--- src/rtl/nibble_serial_subtractor.sv ---
`default_nettype none
// ============================================================================
// Module      : nibble_serial_subtractor
// Description : Multi-cycle WIDTH-bit subtractor (diff = a - b - bin). One
//               4-bit slice is handled per clock by a carry-look-ahead adder
//               computing a + ~b + ~borrow. Uses a start/busy/done handshake
//               and registers diff, borrow_out and signed overflow.
// Revision    : 1.0 - initial release
// ============================================================================
module nibble_serial_subtractor #(
  parameter int WIDTH = 16
) (
  input  logic             clk,
  input  logic             rst_n,
  input  logic             start,
  input  logic [WIDTH-1:0] a,
  input  logic [WIDTH-1:0] b,
  input  logic             bin,
  output logic             busy,
  output logic             done,
  output logic [WIDTH-1:0] diff,
  output logic             borrow_out,
  output logic             overflow
);

  localparam int NIB = WIDTH / 4;
  localparam int IW  = (NIB > 1) ? $clog2(NIB) : 1;

  typedef enum logic [0:0] {
    S_IDLE = 1'b0,
    S_RUN  = 1'b1
  } state_t;

  state_t           r_state;
  state_t           w_next;
  logic [WIDTH-1:0] r_a;
  logic [WIDTH-1:0] r_b;
  logic [WIDTH-1:0] r_partial;
  logic             r_carry;
  logic [IW-1:0]    r_idx;

  logic [3:0]       w_sa;
  logic [3:0]       w_sb;
  logic [3:0]       w_g;
  logic [3:0]       w_p;
  logic [4:0]       w_c;
  logic [3:0]       w_s;
  logic [WIDTH-1:0] w_full;
  logic             w_last;

  assign w_last = (r_idx == IW'(NIB - 1));

  // Current slice operands and 4-bit CLA for a + ~b + carry.
  always_comb begin
    w_sa   = r_a[4*int'(r_idx) +: 4];
    w_sb   = r_b[4*int'(r_idx) +: 4];
    w_g    = w_sa & ~w_sb;
    w_p    = w_sa ^ ~w_sb;
    w_c[0] = r_carry;
    w_c[1] = w_g[0] | (w_p[0] & r_carry);
    w_c[2] = w_g[1] | (w_p[1] & w_g[0]) | (w_p[1] & w_p[0] & r_carry);
    w_c[3] = w_g[2] | (w_p[2] & w_g[1]) | (w_p[2] & w_p[1] & w_g[0])
           | (w_p[2] & w_p[1] & w_p[0] & r_carry);
    w_c[4] = w_g[3] | (w_p[3] & w_g[2]) | (w_p[3] & w_p[2] & w_g[1])
           | (w_p[3] & w_p[2] & w_p[1] & w_g[0])
           | (w_p[3] & w_p[2] & w_p[1] & w_p[0] & r_carry);
    w_s    = w_p ^ w_c[3:0];
  end

  // Partial result with the slice being computed this cycle merged in.
  always_comb begin
    w_full                      = r_partial;
    w_full[4*int'(r_idx) +: 4]  = w_s;
  end

  // Next-state logic: accept start in IDLE, return after the last slice.
  always_comb begin
    w_next = r_state;
    case (r_state)
      S_IDLE:  if (start)  w_next = S_RUN;
      S_RUN:   if (w_last) w_next = S_IDLE;
      default: w_next = S_IDLE;
    endcase
  end

  // State register.
  always_ff @(posedge clk or negedge rst_n) begin
    if (!rst_n) r_state <= S_IDLE;
    else        r_state <= w_next;
  end

  // Operand latch, slice iteration and registered results.
  always_ff @(posedge clk or negedge rst_n) begin
    if (!rst_n) begin
      r_a        <= '0;
      r_b        <= '0;
      r_partial  <= '0;
      r_carry    <= 1'b0;
      r_idx      <= '0;
      busy       <= 1'b0;
      done       <= 1'b0;
      diff       <= '0;
      borrow_out <= 1'b0;
      overflow   <= 1'b0;
    end else begin
      done <= 1'b0;
      case (r_state)
        S_IDLE: begin
          if (start) begin
            r_a     <= a;
            r_b     <= b;
            r_carry <= ~bin;
            r_idx   <= '0;
            busy    <= 1'b1;
          end
        end
        S_RUN: begin
          r_partial <= w_full;
          r_carry   <= w_c[4];
          r_idx     <= r_idx + 1'b1;
          if (w_last) begin
            diff       <= w_full;
            borrow_out <= ~w_c[4];
            overflow   <= (r_a[WIDTH-1] != r_b[WIDTH-1]) &&
                          (w_full[WIDTH-1] != r_a[WIDTH-1]);
            done       <= 1'b1;
            busy       <= 1'b0;
          end
        end
        default: ;
      endcase
    end
  end

endmodule
`default_nettype wire

--- config.mk ---
export PLATFORM = sky130hd
export DESIGN_NAME = nibble_serial_subtractor
export DESIGN_NICKNAME = d
export VERILOG_FILES = /design/src/rtl/nibble_serial_subtractor.sv
export SDC_FILE = /design/constraint.sdc
export NUM_CORES = 1
export LEC_CHECK = 0
export ABC_AREA = 1
export CORE_MARGIN = 10
export CORE_UTILIZATION = 57
export DETAILED_ROUTE_END_ITERATION = 16
export DONT_BUFFER_PORTS = 1
export PLACE_DENSITY = 0.78
export SETUP_SLACK_MARGIN = 0.1
export SKIP_LAST_GASP = 1
export SLEW_MARGIN = 0
export SYNTH_ARGS = -nofsm -noshare
export SYNTH_HDL_FRONTEND = slang
export SYNTH_SLANG_ARGS = --single-unit
--- constraint.sdc ---
create_clock -name clk -period 2.5 [get_ports clk]
set_input_delay 0.5 -clock clk [delete_from_list [all_inputs] [get_ports clk]]
set_output_delay 0.5 -clock clk [all_outputs]
set_load 0.005 [all_outputs]
-- Word-level counts from Yosys, hierarchy flattened
Cells that the tools add are included.
- register bits after elaboration: 72
- input port bits: 36
- output and inout port bits: 20
- logic and storage cells: 72
- add/subtract/negate cells: 2
- equal/unequal tests: 5
- shift-type cells: 4
- multiplexer cells: 13
- bitwise gates (word level): 33
- reduce and logical (&&, ||, !) cells: 4
- operators by type and width (kind ; count):
    $neg A4 Y33 ; 1
    $shift A4 B33 Y16 const A ; 1
    $shiftx A4 B33 Y16 ; 1
    $shiftx A16 B5 Y4 ; 2
    $and A1 B1 Y1 ; 16
    $bwmux W16 ; 1
    $or A1 B1 Y1 ; 10
    $xor A4 B4 Y4 ; 2
    $mux W1 ; 7
    $pmux W1 S2 ; 3
    $reduce_and A2 Y1 ; 3
    $and A4 B4 Y4 ; 1
    $not A4 Y4 ; 1
    $pmux W2 S2 ; 1
    $not A1 Y1 ; 3
    $add A2 B1 Y2 const B ; 1
    $eq A2 B2 Y1 const B ; 1
    $mux W2 ; 1
    $ne A1 B1 Y1 ; 2
    $ne A2 B1 Y1 const B ; 1
    $ne A2 B2 Y1 const B ; 1
    $logic_and A1 B1 Y1 ; 1

-- Longest topological paths before layout
Gate-level depths: netlist of the first run.
- word-level depth: 12
- mapped depth: 17
- gate-level depth less buffers: 15

-- Worst setup path before layout of the first run
OpenSTA, ideal clock, no wires.
- path kind: register to register
- start: register r_idx[0]
- end: register overflow
- setup time: 0.117 ns
- data arrival time: 2.243 ns
- data required time: 2.383 ns
- setup slack: 0.139 ns
- stages on the path, launching flop included: 16
- path buffers: 2
- clock period less this slack: 2.361 ns
- path through: dfrtp_1 clkbuf_2 clkinv_1 buf_2 o21ai_0 o22ai_1 ha_1 or2_0 nand2_1 nand3_1 nand2_2 nand4_2 nand2_2 nand2_1 nand3_1 nand2_1
- word-level cells in the longest chain between the ends: 12
- elaborated cells on any way between the ends: 29
- classes of those cells: add/sub (1); eq/ne (2); shift (4); mux (1); bitwise (19); reduce/logical (2)
- RTL lines (what ; RTL line ; RTL):
    from (decl) ; 40 ; logic [IW-1:0] r_idx;
    from (signal assigned) ; 120 ; r_idx <= r_idx + 1'b1;
    $shiftx A16 B5 Y4 ; 56 ; w_sb = r_b[4*int'(r_idx) +: 4];
    $not A4 Y4 ; 57, 58 ;
    $xor A4 B4 Y4 or $and A4 B4 Y4 (tied branches) ; 58, 57 ;
    $and A1 B1 Y1 (on tied branches) ; 62, 63 ;
    $or A1 B1 Y1, or another cell as far along ; 62 ; w_c[3] = w_g[2] | (w_p[2] & w_g[1]) | (w_p[2] & w_p[1] & w_g[0])
    $or A1 B1 Y1 or $and A1 B1 Y1 (tied branches) ; 62, 63 ;
    $or A1 B1 Y1 ; 63 ; | (w_p[2] & w_p[1] & w_p[0] & r_carry);
    $xor A4 B4 Y4 ; 67 ; w_s = w_p ^ w_c[3:0];
    $shiftx A4 B33 Y16 ; 73 ; w_full[4*int'(r_idx) +: 4] = w_s;
    $bwmux W16 ; 73 ;
    $ne A1 B1 Y1 ; 125 ; (w_full[WIDTH-1] != r_a[WIDTH-1]);
    $logic_and A1 B1 Y1 ; 124 ; overflow <= (r_a[WIDTH-1] != r_b[WIDTH-1]) &&
    to (signal assigned) ; 124 ;
    to (decl) ; 23 ; output logic overflow
Parallel ways exist; a longest one is shown, timed or not.
A chain may end at the register's enable or synchronous reset.

-- Final worst setup path of the first run
Ends and elaborated chain as after synthesis.

==> results of run 1 <==
==> state kept, by name (all words and copies together) (netlist names), 2 cells and up <==
register / flops
r_idx: 2
r_partial: 16
diff: 16
r_b: 16
r_a: 16
==> cell families (layout without fill, tap and decap cells) <==
logic type / count (synthesis) / in the layout / share of synthesized area
AND/OR/NAND/NOR: 232 / 232 / 0.271
flip-flops: 72 / 72 / 0.532
AO/OA/AOI/OAI: 55 / 55 / 0.0960
buffers and inverters: 45 / 53 / 0.0535
adder cells (fa/ha/maj): 11 / 11 / 0.0428
XOR/XNOR: 2 / 2 / 0.00517
==> power breakdown <==
group	switching [W]	internal, W
logic	0.00186	0.00119
clock network	0.000384	0.000376
registers	0.000345	0.00167
==> cell usage after synthesis, types with 2 or more instances <==
master / instances / area, um^2
a21oi_1: 4 / 20.0
a32o_1: 3 / 30.0
nand4_1: 2 / 12.5
dfrtp_1: 72 / 1800
o21ai_1: 2 / 10.0
a31oi_1: 3 / 18.8
ha_1: 10 / 125
o22ai_1: 12 / 75.1
clkbuf_1: 7 / 26.3
inv_1: 24 / 90.1
buf_2: 9 / 45.0
nor2_1: 20 / 75.1
o21ai_2: 3 / 26.3
nand3_1: 9 / 45.0
o21ai_0: 26 / 130
inv_2: 2 / 7.51
nand2_1: 193 / 724
xnor2_1: 2 / 17.5
nand2_2: 3 / 18.8
==> final cells by class <==
| class | count | area (um^2) | area share |
|---|---|---|---|
| inverters | 27 | 105 | 0.0282 |
| multi-input cells | 300 | 1460 | 0.391 |
| clock buffers | 13 | 149 | 0.0399 |
| well taps | 75 | 93.8 | 0.0252 |
| repair buffers | 11 | 110 | 0.0295 |
| repair inverters | 1 | 5.00 | 0.00134 |
| clock inverters | 1 | 5.00 | 0.00134 |
| flip-flops and latches | 72 | 1800 | 0.484 |
==> worst max-delay path by stage <==
stage,start,endpoint,slack (ps)
final,r_idx[0],overflow,220
after global routing,r_idx[0],overflow,70
after CTS,r_idx[1],r_partial[10],160
after detailed placement,r_idx[1],r_partial[10],170
after global placement,r_idx[0],overflow,320
after floorplan,r_idx[0],overflow,140
==> stage by stage <==
stage	utilization	std cells
6_report	0.637	500
2_1_floorplan	-	417
4_1_cts	0.623	497
3_5_place_dp	0.592	482
5_1_grt	0.637	500
3_3_place_gp	0.592	482
==> repair_timing <==
action                                  4_1_cts  5_1_grt
endpoints found under the setup margin        0       21
setup buffers                                 0        2
resized for setup                             0       15
hold buffers                                  1        0
endpoints found under the hold margin        72        0
==> per-layer routing <==
| metal | up-vias | global-route usage |
|---|---|---|
| met2 | 70 | 0.273 |
| met1 | 1295 | 0.200 |
| met4 | 0 | 0.0681 |
| met3 | 10 | 0.0448 |
| li1 | 1327 | - |
| met5 | - | 0 |
==> impl_metrics.json, run 1 <==
{
  "reg2reg_depth": 13,
  "drtIter0Drc": 177,
  "worst_ep_required_time_ps": 2720,
  "worst_slew_pin_slew_ps": 606,
  "max_freq_mhz": 438,
  "gr-total-overflow": 0,
  "final_layout_size_suffix_gt1_frac": 0.106,
  "period_share": 0.914,
  "clk_pin_slew_worst_paths_ps": 70,
  "met3_length_um": 419,
  "path_class": "reg2reg",
  "setup_viol_count_final": 0,
  "ir_drop_mv": 0.803,
  "antenna_found_initial": 0,
  "r2r-end": "overflow",
  "critPathMaxFanout": 18,
  "die_y_um": 97.1,
  "synth-seq-area-share": 0.532,
  "dr_wl_met2_um": 4000,
  "cts_root_buf": "clkbuf_8",
  "reg2reg_from": "r_idx[0]",
  "stdcell_area_um2": 3730,
  "drc": 0,
  "clk_latency_ps": 340,
  "wl_met1_um": 3490,
  "synth_seq_cells": 72,
  "core_um2": 5850,
  "syn_inst": 417,
  "fin_tns_setup_ps": 0,
  "dieArea_um2": 9430,
  "grt_max_degree": 73,
  "highest_layer": "met4",
  "critical_path_depth": 13,
  "pre_cts_ws_ps": 167,
  "vias": 2702,
  "timing.final.ws_setup_ps": 215,
  "status": "finished clean",
  "layout_commonest_cell": "nand2_1",
  "cpPeakStageDelay_ps": 420,
  "finalPower_w": 0.00582,
  "die_w_um": 97.1,
  "track_usage": 0.166,
  "yosys.cell_types.count": 30,
  "antennaDiodeCount": 0,
  "first_global_vias": 2806,
  "synth_edf_count": 0,
  "cts_buffers": 9,
  "area_growth_pct": 10.0,
  "crit_family": "simple AND/OR/NAND/NOR gates",
  "numPortBuffers": 0,
  "end_kind": "flop",
  "wl_um": 8000,
  "fin_nets": 469,
  "worst_hold_slack_ps": 45.2,
  "synthArstFlopShare": 1.00,
  "r2r_slack_ps": 220,
  "htreeDepth": 3,
  "ys.flop_type": "dfrtp_1",
  "wire_per_inst_um": 16.0,
  "hold_class": "in2async",
  "path_buf_inv": 1,
  "cp_cell_sequence": "buf_6 -> nand2_1 -> a32o_1 -> ha_1 -> or2_0 -> nand2_1 -> nand3_1 -> nand2_2 -> nand4_2 -> nand2_2 -> nand2_1 -> nand3_1 -> nand2_1",
  "grt_setup_unrepaired": "yes",
  "cp.arrival_ps": 2510,
  "viasPerCell": 5.40,
  "final_max_slew_viol_count": 0,
  "cp-start-kind": "flop",
  "placementRows": 28,
  "grt_pass1_wl_um": 13200,
  "synth_area_per_cell_um2": 8.13,
  "hpwl_um": 5590,
  "maxSlewHeadroom": 0.596,
  "skew_ps": 8.36,
  "io_pins": 56,
  "yosys_warnings": 0,
  "fillers": 523,
  "final_cell_mix": "nand2_1, dfrtp_1, o21ai_0, inv_1, nor2_1",
  "slowest_stage": "dfrtp_1",
  "place_congestion": 0.907,
  "cts_buffer_depth": 2,
  "synth_nets": 464,
  "drv_cap": 0,
  "powerDensity_nw_per_um2": 1560,
  "cts_tree": "done",
  "fin_crit_ps": 2280,
  "syn_area_um2": 3390,
  "first_pass_iters": 4,
  "cts.sinks": 72,
  "cpMostUsedCell": "nand2_1",
  "placedInstanceArea_um2": 3460,
  "start_util": 0.579,
  "drt.antenna.violating_nets": 0,
  "hold_viol_final": 0,
  "power.leakage_nw": 1.90
}
Power figures use the tool's default switching activity.
==> run 2, diff against run 1 <==
Settings changed: ABC_AREA 1 to default, CAP_MARGIN from default to 20, CORE_UTILIZATION 57 to 60, PLACE_DENSITY 0.78 to 0.79.
Clock period 2.5 ns to 2.9 ns, I/O delays scaled along.
==> run 2 against run 1 <==
  * Synthesized cell count decreased by 38%
  * Clock power decreased by 5.9%
  * Register-to-register slack improved by 70 ps
  * Sequential cell count unchanged
  * First-iteration DRC count decreased by 45%
  * Power decreased by 7.9%
  * Utilization increased by 3.5 points
  * Die area decreased by 4.5%
  * Maximum frequency decreased by 12%
  * Routed wire length decreased by 13%
  * Critical path type unchanged
  * Critical endpoint is now r_partial[10]
  * Largest cell class unchanged
==> impl_metrics.json, run 2 <==
{
  "vias": 2125,
  "cts_root_buf": "clkbuf_8",
  "use_met2": 0.263,
  "core_um2": 5470,
  "final_cell_mix": "dfrtp_1, nor2_1, mux2_2",
  "syn_inst": 260,
  "grt_max_degree": 73,
  "synth_area_per_cell_um2": 12.9,
  "start_util": 0.615,
  "worst_ep_required_time_ps": 3140,
  "swShare": 0.417,
  "sequentialPowerShare": 0.340,
  "grtUsageMet1": 0.189,
  "synthArstFlopShare": 1.00,
  "cts_buffer_depth": 2,
  "end_kind": "flop",
  "area_growth_pct": 9.25,
  "skew_ps": 6.10,
  "gr-total-overflow": 0,
  "cp-start-kind": "flop",
  "cts.sinks": 72,
  "viasPerCell": 6.18,
  "clk_pin_slew_worst_paths_ps": 70,
  "placementRows": 27,
  "numPortBuffers": 0,
  "drt.antenna.violating_nets": 0,
  "critPathMaxFanout": 5,
  "synth-seq-area-share": 0.535,
  "yosys.cell_types.count": 45,
  "synth_most_common_cell": "dfrtp_1",
  "final_max_slew_viol_count": 0,
  "ir_drop_mv": 0.824,
  "drv_cap": 0,
  "layout_commonest_cell": "dfrtp_1",
  "yosys.area.top_type": "dfrtp_1",
  "placed_cells": 325,
  "die_w_um": 94.9,
  "io_pins": 56,
  "internal_power_w": 0.00312,
  "syn_area_um2": 3370,
  "drc": 0,
  "synth_compound_area_frac": 0.128,
  "hold_class": "in2async",
  "cp.arrival_ps": 2850,
  "antennaDiodeCount": 0,
  "htreeDepth": 3,
  "first_pass_iters": 4,
  "max_freq_mhz": 383,
  "fin_nets": 316,
  "synthSimpleGateAreaFrac": 0.0948,
  "switching_power_w": 0.00223,
  "ys_top_cells_by_area": "dfrtp_1, mux2_2, mux4_2, a32o_1, ha_1",
  "cts_tree": "done",
  "fillers": 422,
  "comb_power_share": 0.526,
  "netlist_top_cells_count": "dfrtp_1, nor2_1, mux2_2",
  "synth_seq_cells": 72,
  "setup_viol_count_final": 0,
  "maxSlewHeadroom": 0.501,
  "grt_setup_unrepaired": "no",
  "antenna_found_initial": 0,
  "synth_top_family_by_area": "multiplexers",
  "dieArea_um2": 9010,
  "worst_slew_pin_slew_ps": 745,
  "track_usage": 0.168,
  "yosys_warnings": 0,
  "powerDensity_nw_per_um2": 1460,
  "muxShareOfSynthArea": 0.164,
  "grt_pass1_wl_um": 11500,
  "final_cells": 344,
  "status": "finished clean",
  "hpwl_um": 4970,
  "first_global_vias": 2302,
  "synth_edf_count": 0,
  "cts_buffers": 9,
  "clk_latency_ps": 350,
  "synth_nets": 307,
  "fin_crit_ps": 2610,
  "place_congestion": 0.850,
  "synth_top_area_frac": 0.535,
  "fin_tns_setup_ps": 0,
  "pwr-share-clk": 0.134,
  "path_class": "reg2reg",
  "die_y_um": 94.9,
  "top_usage_layer": "met2",
  "power.leakage_nw": 1.60,
  "wl_um": 6990,
  "drtIter0Drc": 97,
  "synth_xor_area_frac": 0.00260,
  "hold_viol_final": 0,
  "ys.flop_type": "dfrtp_1",
  "final_layout_size_suffix_gt1_frac": 0.235,
  "period_share": 0.900,
  "grt_util_met3": 0.0785,
  "synthAdderAreaFrac": 0.0431,
  "wire_per_inst_um": 20.3
}
[run 2: cell count changes in the layout (fill, tap and decap cells not counted), moves of 11 or more]
cell / previous run / this run
mux2_1: 0 / 11
mux2_2: 0 / 21
nand2_1: 193 / 14
a32o_1: 3 / 15
o21ai_0: 23 / 3
inv_1: 23 / 10
[run 2: worst max-delay path, cell delays in order (launching register included)]
cell and delay, ps:
dfrtp_2 420, buf_4 160, mux4_2 530, ha_1 330, a21o_1 220, a211o_1 390
and2_4 210, a32o_1 250
[run 2: final cells by class]
cell class | instances | area (um^2) | share of cell area
sequential | 72 | 1800 | 0.490
multi-input combinational | 162 | 1460 | 0.396
timing repair buffer | 12 | 110 | 0.0299
tap | 72 | 90.1 | 0.0245
inverter | 12 | 45.0 | 0.0122
clock buffer | 14 | 173 | 0.0469
[run 2: path summary, 6_finish.rpt]
kind | from | to | slack (ps) | depth (start not counted)
worst min register to register | r_partial[8] | r_partial[8] | 490 | 1
worst min-delay path | rst_n | diff[4] | 90 | 1
worst max register to register | r_idx[0] | r_partial[10] | 290 | 7
min in group clk | start | r_idx[1] | 310 | 1
worst max-delay path | r_idx[0] | r_partial[10] | 290 | 7
max in group asynchronous | rst_n | r_idx[0] | 2470 | 1
[run 2: repair_timing]
action	in CTS	in global routing
endpoints found under the setup margin	1	1
resized for setup	1	0
hold endpoints to repair	72	0
hold buffers	1	0
setup buffers	0	4
[run 2: kinds of logic after synthesis]
family	count (synthesis)
fa+ha+maj	11
compound gates	52
xor+xnor	1
mux	41
simple gates	57
flops	72
buf+inv	26
[run 2: power groups by stage]
stage          logic [W]  registers [W]  clock network (W)
6_report         0.00282        0.00182           0.000715
5_1_grt          0.00310        0.00190           0.000767
4_1_cts          0.00275        0.00185           0.000729
3_5_place_dp     0.00271        0.00187                  0
3_3_place_gp     0.00262        0.00185                  0
2_1_floorplan    0.00216        0.00171                  0
[run 2: metal layers]
layer,wire (um),vias up,part of all wire
li1,-,987,-
met1,2780,1050,0.40
met2,3450,75,0.49
met3,657,13,0.094
met4,106,0,0.015
met5,0,-,0
[run 2: per-stage QoR]
stage / hold slack, ps / area (um^2) / power (W) / util / setup WS, ps
after detailed placement: 287 / 3450 / 0.00458 / 0.630 / 126
after global placement: 287 / 3450 / 0.00447 / 0.630 / 155
after global routing: 127 / 3680 / 0.00576 / 0.672 / 210
after CTS: 113 / 3650 / 0.00533 / 0.667 / 231
final: 92.0 / 3680 / 0.00535 / 0.672 / 289
after floorplan: 284 / 3370 / 0.00387 / - / 287
==> run 3, diff against run 2 <==
Settings changed: CORE_UTILIZATION 60 to 57, PLACE_DENSITY 0.79 to 0.78.
Clock period 2.9 ns to 2.4 ns, I/O delays scaled along.
==> run 3 against run 2 <==
  * Worst setup slack got worse by 400 ps
  * Via count up 8.1%
  * Highest routed layer unchanged
  * Critical path depth unchanged
  * First-iteration DRC count rose by 91%
  * Utilization increased by 3.5 points
  * Sequential cell count unchanged
  * Clock-buffer cell count decreased by 2
  * Global-route usage is 1.0 points lower
  * Die area up 4.1%
  * Critical path type unchanged
  * Critical endpoint is now r_partial[14]
  * Non-clock buffer count is 11 higher
  * Hold slack worse by 85 ps
  * Final cell count grew 3.8%
  * The flow now finishes with violations (negative setup slack)
==> impl_metrics.json, run 3 (synthesized netlist as in run 2, its figures left out) <==
{
  "cp_cell_sequence": "buf_6 -> mux4_2 -> ha_4 -> o21ai_0 -> or2_2 -> and2_4 -> a32o_1",
  "wire_per_inst_um": 21.7,
  "placementRows": 27,
  "area_growth_pct": 17.7,
  "dieArea_um2": 9380,
  "crit_path_end": "r_partial[14]",
  "reg2reg_from": "r_idx[0]",
  "max_freq_mhz": 398,
  "layout_commonest_cell": "dfrtp_1",
  "clk_latency_ps": 350,
  "r2r_slack_ps": -110,
  "final_core_util": 0.707,
  "die_w_um": 96.9,
  "track_usage": 0.158,
  "cts.sinks": 72,
  "stdcell_area_um2": 3960,
  "first_pass_iters": 5,
  "cpPeakStageDelay_ps": 560,
  "io_pins": 56,
  "slowest_stage": "mux4_2",
  "crit_start": "r_idx[0]",
  "cts_root_buf": "clkbuf_8",
  "reg2reg_depth": 7,
  "cts_tree": "done",
  "multi_input_area_um2": 1630,
  "grt_pass1_wl_um": 12100,
  "fillers": 389,
  "drv_cap": 0,
  "period_share": 1.05,
  "maxSlewHeadroom": 0.723,
  "htreeDepth": 3,
  "core_um2": 5610,
  "fin_nets": 327,
  "hold_viol_final": 0,
  "placedInstanceArea_um2": 3530,
  "setup_viol_count_final": 8,
  "regArea_um2": 1800,
  "cts_buffer_depth": 2,
  "die_y_um": 96.9,
  "cp.arrival_ps": 2750,
  "hpwl_um": 5170,
  "violations": "negative setup slack",
  "vias": 2297,
  "start_util": 0.600,
  "r2r-end": "r_partial[14]",
  "worst_slew_pin_slew_ps": 412,
  "cts_buffers": 9,
  "gr-total-overflow": 0,
  "first_global_vias": 2352,
  "grt_max_degree": 73,
  "drc": 0,
  "final_layout_size_suffix_gt1_frac": 0.375,
  "drtIter0Drc": 185,
  "fin_crit_ps": 2510,
  "final_max_slew_viol_count": 0,
  "final_cell_mix": "dfrtp_1, nor2_1, mux2_2",
  "skew_ps": 9.71,
  "place_congestion": 0.812,
  "wl_um": 7730,
  "antennaDiodeCount": 0,
  "status": "complete, but fails checks",
  "drt.antenna.violating_nets": 0,
  "timing.final.ws_setup_ps": -111,
  "numPortBuffers": 0,
  "worst_ep_required_time_ps": 2640,
  "antenna_found_initial": 0,
  "cp-start-kind": "flop",
  "hold_class": "in2async",
  "end_kind": "flop",
  "viasPerCell": 6.43,
  "grt_setup_unrepaired": "yes",
  "clk_pin_slew_worst_paths_ps": 70,
  "path_class": "reg2reg",
  "critPathMaxFanout": 5
}
[run 3: cell types whose count changed in the layout (fill, tap and decap cells not counted), moves of 3 or more]
cell / delta
buf_4: +8
a221oi_1: -6
a221oi_2: +6
ha_1: -6
ha_4: +4
inv_1: -4
buf_6: +3
inv_2: +3
[run 3: layer usage]
metal | vias up | wire length (um) | global-route usage
li1 | 1003 | - | -
met1 | 1165 | 3040 | 0.185
met2 | 111 | 3690 | 0.238
met3 | 18 | 803 | 0.0816
met4 | 0 | 198 | 0.0631
met5 | - | 0 | 0
[run 3: layout make-up]
class	instances	share of cell area
clock buffers	12	0.0417
clock inverters	4	0.00663
inverters	12	0.0120
multi-input cells	162	0.411
flip-flops and latches	72	0.455
well taps	72	0.0227
repair buffers	23	0.0515
[run 3: worst min path at each step]
| stage | from | to | slack, ps | depth (start not counted) |
|---|---|---|---|---|
| after floorplan | rst_n | borrow_out | 180 | 0 |
| after global placement | rst_n | r_a[2] | 190 | 0 |
| after detailed placement | rst_n | r_a[2] | 190 | 0 |
| after CTS | rst_n | r_b[2] | 20 | 1 |
| after global routing | rst_n | diff[12] | 20 | 1 |
| final | rst_n | r_a[2] | 7 | 1 |
[run 3: what timing repair did]
| action | 4_1_cts | 5_1_grt |
|---|---|---|
| hold endpoints to repair | 72 | 0 |
| hold buffers | 1 | 0 |
| endpoints found under the setup margin | 25 | 29 |
| buffers inserted | 3 | 7 |
| pin swaps | 8 | 17 |
| gates resized for setup | 15 | 16 |
[run 3: through the flow]
step / std cells / hold slack [ps] / setup TNS, ps / setup WS, ps
after floorplan: 260 / 184 / -98.0 / -24.3
after global placement: 331 / 188 / 0 / 2.15
after detailed placement: 331 / 188 / -82.7 / -37.2
after CTS: 351 / 24.2 / -13.7 / -6.93
after global routing: 357 / 23.8 / -1950 / -186
final: 357 / 7.48 / -460 / -111
[run 3: worst max-delay path, delay by kind of cell, from the launching register on]
| kind | cells | cell delay (ps) |
|---|---|---|
| buffers and inverters | 1 | 140 |
| adders and majority gates | 1 | 330 |
| and+or+nand+nor | 2 | 590 |
| AOI/OAI and AO/OA | 2 | 410 |
| muxes | 1 | 560 |
| DFF | 1 | 380 |
Power of run 3 is left out: the tool's default activity adds up to more than one toggle a clock period on the data nets, which glitch-free logic cannot reach.
